==> config.mk <==
export PLATFORM = sky130hd
export DESIGN_NAME = pe256_grant_scheduler
export DESIGN_NICKNAME = d
export VERILOG_FILES = /design/src/rtl/pe256_grant_scheduler_pkg.sv /design/src/rtl/pe256_scalable.sv /design/src/rtl/pe256_grant_scheduler.sv
export SDC_FILE = /design/constraint.sdc
export NUM_CORES = 1
export LEC_CHECK = 0
export BUFFER_PORTS_ARGS = -buffer_cell sky130_fd_sc_hd__clkbuf_2
export CAP_MARGIN = 20
export CORE_AREA = 2 2 309 311
export DETAILED_ROUTE_END_ITERATION = 16
export DIE_AREA = 0 0 311 313
export GPL_TIMING_DRIVEN = 0
export SLEW_MARGIN = 20
export SYNTH_ARGS = -nofsm -noshare
export SYNTH_HDL_FRONTEND = slang
export SYNTH_SLANG_ARGS = --single-unit
==> constraint.sdc <==
create_clock -name clk -period 22.5 [get_ports clk]
set_input_delay 4.5 -clock clk [delete_from_list [all_inputs] [get_ports clk]]
set_output_delay 4.5 -clock clk [all_outputs]
set_load 0.02 [all_outputs]
==> src/rtl/pe256_grant_scheduler_pkg.sv <==
// pe256_grant_scheduler_pkg
//   Shared constants for the 256-requester grant scheduler: requester count,
//   grant index width, default counter width, FSM state encoding, and the
//   16-bit highest-set-bit helper used by the encoder lanes.
package pe256_grant_scheduler_pkg;

  localparam int N  = 256;  // requesters == encoder input width
  localparam int W  = 8;    // log2(N)
  localparam int CW = 16;   // default accepted-grant counter width

  localparam logic [1:0] ST_IDLE  = 2'd0;
  localparam logic [1:0] ST_SEL   = 2'd1;
  localparam logic [1:0] ST_GRANT = 2'd2;

  // Index of the highest set bit of a 16-bit word; 0 when the word is empty
  // (callers qualify with a separate valid).
  function automatic logic [3:0] hi16(input logic [15:0] x);
    logic [3:0] r;
    r = '0;
    for (int i = 0; i < 16; i++)
      if (x[i]) r = 4'(i);
    return r;
  endfunction

endpackage

==> src/rtl/pe256_scalable.sv <==
// pe256_scalable
//   256-bit priority encoder, highest index wins.
//   d : request vector
//   q : index of the highest set bit of d (0 when d is empty)
//   v : OR of d
//   Two-level tree: sixteen 16-bit lanes each report a local valid and local
//   index; the highest valid lane then picks which local index is forwarded.
module pe256_scalable
  import pe256_grant_scheduler_pkg::*;
(
  input  logic [N-1:0] d,
  output logic [W-1:0] q,
  output logic         v
);

  localparam int LANE_W = 16;
  localparam int LANES  = N / LANE_W;

  logic [LANES-1:0]      lane_v;
  logic [LANES-1:0][3:0] lane_q;
  logic [3:0]            top_lane;

  for (genvar g = 0; g < LANES; g++) begin : g_lane
    assign lane_v[g] = |d[g*LANE_W +: LANE_W];
    assign lane_q[g] = hi16(d[g*LANE_W +: LANE_W]);
  end

  assign top_lane = hi16(lane_v);
  assign q        = {top_lane, lane_q[top_lane]};
  assign v        = |lane_v;

endmodule

==> src/rtl/pe256_grant_scheduler.sv <==
// pe256_grant_scheduler
//   Arbitrates one shared resource among 256 requesters. Request pulses set
//   sticky pending flags; the highest pending-and-enabled index is offered
//   as a grant with a valid/ready handshake, and its flag clears on accept.
//   clk       : rising-edge clock
//   rst       : asynchronous active-high reset
//   req_in    : one-cycle request pulses, bit i sets pend[i]
//   mask      : per-requester enable (1 = eligible)
//   gnt_ready : consumer accepts the offered grant
//   gnt_valid : grant offered
//   gnt_id    : granted requester index
//   pend      : sticky pending flags
//   busy      : FSM not idle
//   gnt_count : accepted grants, saturating
module pe256_grant_scheduler
  import pe256_grant_scheduler_pkg::*;
#(
  parameter int CW = pe256_grant_scheduler_pkg::CW
) (
  input  logic          clk,
  input  logic          rst,
  input  logic [N-1:0]  req_in,
  input  logic [N-1:0]  mask,
  input  logic          gnt_ready,
  output logic          gnt_valid,
  output logic [W-1:0]  gnt_id,
  output logic [N-1:0]  pend,
  output logic          busy,
  output logic [CW-1:0] gnt_count
);

  logic [1:0]   state;
  logic [N-1:0] eligible;
  logic [N-1:0] clr;
  logic [W-1:0] enc_q;
  logic         enc_v;
  logic         accept;

  assign eligible = pend & mask;

  pe256_scalable u_pe (
    .d (eligible),
    .q (enc_q),
    .v (enc_v)
  );

  // gnt_ready with no grant on offer is ignored.
  assign accept = gnt_valid & gnt_ready;
  assign clr    = accept ? (N'(1) << gnt_id) : '0;
  assign busy   = (state != ST_IDLE);

  // A request landing on the bit being accepted re-arms it: set wins.
  always_ff @(posedge clk or posedge rst) begin
    if (rst) pend <= '0;
    else     pend <= (pend & ~clr) | req_in;
  end

  // SEL captures the encoder output straight into gnt_id; gnt_id doubles as
  // the selection register, so the choice reflects pend/mask at the SEL edge.
  always_ff @(posedge clk or posedge rst) begin
    if (rst) begin
      state     <= ST_IDLE;
      gnt_valid <= 1'b0;
      gnt_id    <= '0;
      gnt_count <= '0;
    end else begin
      case (state)
        ST_IDLE: if (enc_v) state <= ST_SEL;
        ST_SEL: begin
          if (enc_v) begin
            gnt_id    <= enc_q;
            gnt_valid <= 1'b1;
            state     <= ST_GRANT;
          end else begin
            state     <= ST_IDLE;  // everything masked off since IDLE
          end
        end
        ST_GRANT: begin
          // Held regardless of mask changes; an issued grant is never revoked.
          if (gnt_ready) begin
            gnt_valid <= 1'b0;
            state     <= ST_IDLE;
            if (gnt_count != '1) gnt_count <= gnt_count + 1'b1;
          end
        end
        default: state <= ST_IDLE;
      endcase
    end
  end

endmodule
==> results of run 1 <==
[worst max-delay path, stage by stage]
cell and delay [ps]:
clkbuf_2 90, a22oi_1 520, nand4_1 330, nand4bb_1 440, o2111ai_1 370, a31o_1 320, clkbuf_1 760, nand2_1 410
a2111oi_0 870, o311a_1 450, nor4_2 60
[cell families (layout without fill, tap and decap cells)]
group / count (synthesis) / after routing
compound gates: 595 / 595
xor+xnor: 15 / 15
fa+ha+maj: 1 / 1
buf+inv: 47 / 932
flops: 283 / 283
mux: 15 / 15
other cells: 0 / 15
simple gates: 652 / 652
[report_power, final]
part	switching [µW]	leakage (µW)	internal, µW
clock network	284	0.000686	416
registers	14.6	0.00256	520
logic	164	0.00579	83.4
[per-stage QoR]
stage               hold WS [ps]  area, µm²  total power (µW)
floorplan                    463      14900               641
global placement             485      20500               782
detailed placement           495      20800               793
CTS                          509      22200              1510
global route                 522      22300              1540
finish                       507      22300              1480
[per-layer routing]
| layer | routed length, µm | share of wire |
|---|---|---|
| met5 | 63 | 0.00058 |
| met4 | 3150 | 0.029 |
| met3 | 7490 | 0.069 |
| met2 | 52500 | 0.49 |
| met1 | 44700 | 0.41 |
[state kept, by name, summed over array words and instances (netlist names)]
name	count
pend	256
gnt_count	16
gnt_id	8
state	2
gnt_valid	1
[worst paths after layout]
path | to | cells past startpoint | startpoint
min in group asynchronous | pend[215]$_DFF_PP0_ | 2 | rst
worst max register to register | gnt_id[0]$_DFFE_PP0P_ | 9 | pend[142]$_DFF_PP0_
worst max-delay path | gnt_id[0]$_DFFE_PP0P_ | 11 | mask[88]
worst min register to register | pend[230]$_DFF_PP0_ | 1 | pend[230]$_DFF_PP0_
worst min-delay path | pend[230]$_DFF_PP0_ | 1 | pend[230]$_DFF_PP0_
max in group asynchronous | pend[48]$_DFF_PP0_ | 4 | rst
[Yosys cell counts (all sizes together), types with 8 or more instances]
library cell  instances  area (µm²)
a32oi                17         149
nand3                37         185
clkbuf               30         113
a32o                 18         180
inv                  12        45.0
a21o                260        1950
o211ai                9        81.3
o21ai                32         160
nor2                 80         300
nand2b               12        75.1
a22o                 21         184
dfrtp               283        7080
nand2               431        1630
a222oi               12         120
a22oi               123         943
a31oi                12        75.1
xnor2                 9        78.8
nor3                  8        40.0
a21oi                35         175
mux2i                 9        90.1
or2                   8        50.1
nand4                30         188
[cell type report]
class | count | area, µm² | share of cell area
plain buffers | 35 | 143 | 0.00641
clock buffers | 54 | 1180 | 0.0529
well taps | 1265 | 1580 | 0.0711
repair buffers | 812 | 4240 | 0.191
clock inverters | 19 | 229 | 0.0103
inverters | 12 | 52.6 | 0.00236
diodes | 15 | 37.5 | 0.00169
multi-input cells | 1278 | 7720 | 0.347
flip-flops and latches | 283 | 7080 | 0.318
==> results.md, run 1 <==
* Status: completed
* Layout cells sized above 1 at 0.375
* Compound-cell area share of the yosys netlist at 0.303
* I/O pins at approximately 800
* Commonest non-fill, non-tap cell in the layout: clkbuf_2
* P per Cell Area at 66.5 nW/µm²
* Post-Syn Area at 14900 µm²
* Final cycle utilization of the critical path at 0.384
* Most utilized layer in the global route result: met2
* Hold Buf Count CTS at 0
* Critical path peak fanout at 10
* Largest family of logic cells by synthesized area: compound AO/OA/AOI/OAI gates
* Layout area overhead at 49.3%
* Initial antenna violation count at 28
* Peak supply drop at ~0.000046 V
* Worst-skew pair later-pin latency at 610 ps
* Utilization after layout at 0.236
* Placed cells at 3685
* Initial core utilization at 0.158
* GRT Resource Usage Total at 0.213
* EDFF count, synth at 0
* First-pass GRT wire length at about 140000 µm
* XOR/XNOR Fraction of Synth Area at 0.00881
* Port bufs at between 700 and 800
* Vias in the first global route at roughly 17000
* Flops & latches, synth at around 280
* Mux contribution to synthesized area at 0.0108
* Library cells used by synthesis at 78
* DRT iter0 DRCs at approximately 1400
* Worst Clk Skew at between 40 and 50 ps
* Async SR Flop Fraction at 1.00
* Post-layout nets at around 3000
* Pleak at 0.00904 µW
* Yosys Warn Count at 0
* DR vias/cell at roughly 4.6
* Largest net degree at the start of global routing at just over 90
* CP Class: input port to flip-flop
* Via count at 17509
* Final min period at between 8000 and 9000 ps
* Reg-to-reg slack, setup at about 17000 ps
* GPL Wtd Cong at 0.930
* Max-cap violation count at 0
* Syn Area/Cell at 9.28 µm²
* Worst hold path type: flip-flop to flip-flop
* Cts repair resizes at 0
* H-Tree Depth at 2
* CTS tree: built
* Global Route met1 Usage at 0.266
* Arrival @ worst endpoint at just over 9000 ps
* Clock transition at path regs at 70 ps
* Worst Path Required at 22980 ps
* Root Driver: clkbuf_16
* Fraction of the yosys area taken by sequential cells at 0.475
* Setup WS post-layout at about 14000 ps
* Final count of hold timing violations at 0
* Number of fill cells at roughly 11000
* Post-Place Setup Slack at between 10000 and 15000 ps
* Core ar. at 94200 µm²
* Most frequent cells in the layout: clkbuf_2 (797), nand2_1 (430), dfrtp_1 (283)
* Post-synthesis adder-cell area fraction at 0.000839
* Aggregate global routing overflow at 0
* Post-synthesis simple-gate area fraction at 0.189
* Num CTS Buffers at 41
* Floorplan row count at 113
* RSZ-0062 raised after global routing: false
* Routed WL at roughly 110000 µm
* Hpwl dp at 91400 µm
* M2 GR Usage at 0.368
* Post-DRT Antenna Nets at 0
* Drt drc at 0
* Setup TNS at 0 ps
* Worst setup EP type: flip-flop
* Mean routed wirelength per cell at 28.6 µm
* Post-CTS setup buffer count at 0
* Slew of the pin with the lowest slew margin at 1230 ps
* DIE AREA at 97300 µm²
* Critical path launch point type: input port
* Non-Filler Instances at 3773
* Met3 Use GR at 0.0470
* CTS sink cnt at 283
* Synth Flop Type: dfrtp_1
* Clock Path Buffers at 3
* Die height at about 310 µm
* Cells after Synth at between 1500 and 2000
* Max-slew violation count at 0
* Fmax at 116 MHz
* DRT Pass-1 Iters at 6
* Final setup vio count at 0
* Syn_nets at approximately 2100
* Die X at approximately 310 µm
* Worst slew margin at 0.167
No activity file was read; power rests on OpenSTA's default activity.
==> run 2: changes to the inputs <==
--- a/config.mk
+++ b/config.mk
@@ -7,9 +7,9 @@
 export LEC_CHECK = 0
 export BUFFER_PORTS_ARGS = -buffer_cell sky130_fd_sc_hd__clkbuf_2
 export CAP_MARGIN = 20
-export CORE_AREA = 2 2 309 311
+export CORE_AREA = 2 2 310 312
 export DETAILED_ROUTE_END_ITERATION = 16
-export DIE_AREA = 0 0 311 313
+export DIE_AREA = 0 0 312 314
 export GPL_TIMING_DRIVEN = 0
 export SLEW_MARGIN = 20
 export SYNTH_ARGS = -nofsm -noshare
==> constraint.sdc (replaced) <==
create_clock -name clk -period 8.3 [get_ports clk]
set_input_delay 1.66 -clock clk [delete_from_list [all_inputs] [get_ports clk]]
set_output_delay 1.66 -clock clk [all_outputs]
set_load 0.02 [all_outputs]
==> results.md, run 2 (synthesis gave the netlist of run 1 again) <==
* Status: completed
* Routed WL at 106000 µm (-1.3%)
* Post-layout nets at 2981 (+0.067%)
* Hpwl dp at 89500 µm (-2.1%)
* Initial antenna violation count at 19 (-32%)
* GRT Resource Usage Total at 0.208 (-0.00519)
* Buffers and inverters on the worst path at 2 (unchanged)
* Max reg flops at 256 (unchanged)
* CP Class: input port to flip-flop
* Placed cells at 3686 (+0.027%)
* Post-CTS setup buffer count at 0 (unchanged)
* Critical Path Start: mask[92]
* DRT iter0 DRCs at 1215 (-12%)
* Die height at 314 µm (+0.32%)
* Aggregate global routing overflow at 0 (unchanged)
* Final min period at roughly 5800 ps
* Layout area overhead at 49.8%
* Multi-input gate area at 7730 µm² (+0.11%)
* Mean routed wirelength per cell at 28.2 µm (-1.3%)
* Critical path launch point type: input port
* Clock Path Buffers at 3 (unchanged)
* RSZ-0062 raised after global routing: false
* Port bufs at 796 (unchanged)
* Root Driver: clkbuf_16
* Non-Filler Instances at 3770 (-0.080%)
* CTS tree: built
* Initial core utilization at 0.158 (-0.000474)
* Final count of hold timing violations at 0 (unchanged)
* Core ar. at 94400 µm² (+0.30%)
* Worst path slowest cell: clkbuf_1
* Min-delay src: pend[7]$_DFF_PP0_
* RR Startpoint: pend[86]$_DFF_PP0_
* Final cycle utilization of the critical path at 0.698
* Clock transition at path regs at 50 ps (-20 ps)
* Commonest non-fill, non-tap cell in the layout: clkbuf_2
* I/O pins at 797 (unchanged)
* Worst Path Required at 8770 ps (-14210 ps)
* Vias in the first global route at 16986 (-0.47%)
* Post-DRT Antenna Nets at 0 (unchanged)
* Floorplan row count at 113 (unchanged)
* Critical-path cell list: clkbuf_2, a22oi_1, nand4_1, nand4bb_1, o2111ai_1, a31o_1, clkbuf_1, nand2_1, a2111oi_0, o311a_1, nor4_2
* Worst slew margin at 0.222 (+0.0551)
* Max-cap violation count at 0 (unchanged)
* Worst Clk Skew at 35.5 ps (-5.31 ps)
* Slew of the pin with the lowest slew margin at 1160 ps (-70.1 ps)
* Worst hold path type: flip-flop to flip-flop
* Die X at 312 µm (+0.32%)
* Worst setup EP type: flip-flop
* Critical path's top delay family: compound AO/OA/AOI/OAI gates
* DR vias/cell at 4.67 (+0.65%)
* Pleak at 0.00907 µW (+0.37%)
* Pwr Total at 4080 µW (+180%)
* P per Cell Area at 182 nW/µm² (+170%)
* Most frequent cells in the layout: clkbuf_2 (799), nand2_1 (430), dfrtp_1 (283)
* Drt drc at 0 (unchanged)
* Max-slew violation count at 0 (unchanged)
* Cts repair resizes at 0 (unchanged)
* CP max stage delay at 790 ps (-80 ps)
* Layout cells sized above 1 at 0.376 (+0.00140)
* Num CTS Buffers at 42 (+2.4%)
* Biggest register: pend
* CTS sink cnt at 283 (unchanged)
* Peak supply drop at 0.000126 V (+170%)
* Number of fill cells at 10552 (+0.38%)
* Hold Buf Count CTS at 0 (unchanged)
* Critical path peak fanout at 10 (unchanged)
* Regs by FF count: pend (256), gnt_count (16), gnt_id (8)
* Largest net degree at the start of global routing at 32 (-65%)
* Fmax at between 150 and 200 MHz
* GPL Wtd Cong at 0.930 (about the same)
* Final setup vio count at 0 (unchanged)
* First-pass GRT wire length at 141000 µm (-1.4%)
* Sequential Area at 7080 µm² (unchanged)
* Via count at 17609 (+0.57%)
* DRT Pass-1 Iters at 6 (unchanged)
* Arrival @ worst endpoint at 6270 ps (-2850 ps)
* Worst-skew pair later-pin latency at 610 ps (about the same)
* DIE AREA at 98000 µm² (+0.64%)
* H-Tree Depth at 2 (unchanged)
* Setup TNS at 0 ps (unchanged)
## run 2: cell count changes in the layout (fill, tap and decap cells not counted), moves of 2 or more
cell / delta
buf_16: -4
buf_8: -5
clkbuf_2: +2
clkinv_8: +2
bufinv_16: +2
clkinv_2: -2
buf_12: +10
diode_2: -7
## run 2: power breakdown
group / internal (µW) / total [µW] / switching [µW]
clock: 1190 / 1970 / 775
combinational: 225 / 665 / 440
sequential: 1410 / 1450 / 37.5
total: 2830 / 4080 / 1250
## run 2: layout make-up
| type | instances | share of cell area |
|---|---|---|
| diodes | 8 | 0.000896 |
| plain buffers | 35 | 0.00650 |
| clock buffers | 56 | 0.0526 |
| clock inverters | 20 | 0.0136 |
| inverters | 12 | 0.00218 |
| multi-input cells | 1278 | 0.346 |
| flip-flops and latches | 283 | 0.317 |
| well taps | 1265 | 0.0708 |
| repair buffers | 813 | 0.191 |
## run 2: path summary, 6_finish.rpt
path | slack, ps | cells after the start | to
min in group asynchronous | 1160 | 2 | pend[135]$_DFF_PP0_
worst max-delay path | 2500 | 11 | gnt_id[0]$_DFFE_PP0P_
worst min register to register | 510 | 1 | pend[7]$_DFF_PP0_
max in group asynchronous | 5600 | 7 | pend[126]$_DFF_PP0_
worst max register to register | 3200 | 10 | gnt_id[0]$_DFFE_PP0P_
worst min-delay path | 510 | 1 | pend[7]$_DFF_PP0_
## run 2: layer usage
metal  vias up  share of wire  GRT usage
li1       7750              -          -
met4        10          0.026     0.0590
met5         -        0.00060          0
met2       898           0.50      0.368
met3       147          0.061     0.0410
met1      8804           0.41      0.256
## run 2: stage by stage
step           area [µm²]  setup WS (ps)  utilization  hold slack, ps
6_report            22300           2500        0.237             506
5_1_grt             22300           2250        0.236             531
4_1_cts             22300           2270        0.236             507
3_5_place_dp        20800           1610        0.221             494
3_3_place_gp        20500            326        0.217             479
2_1_floorplan       14900           2890            -             463
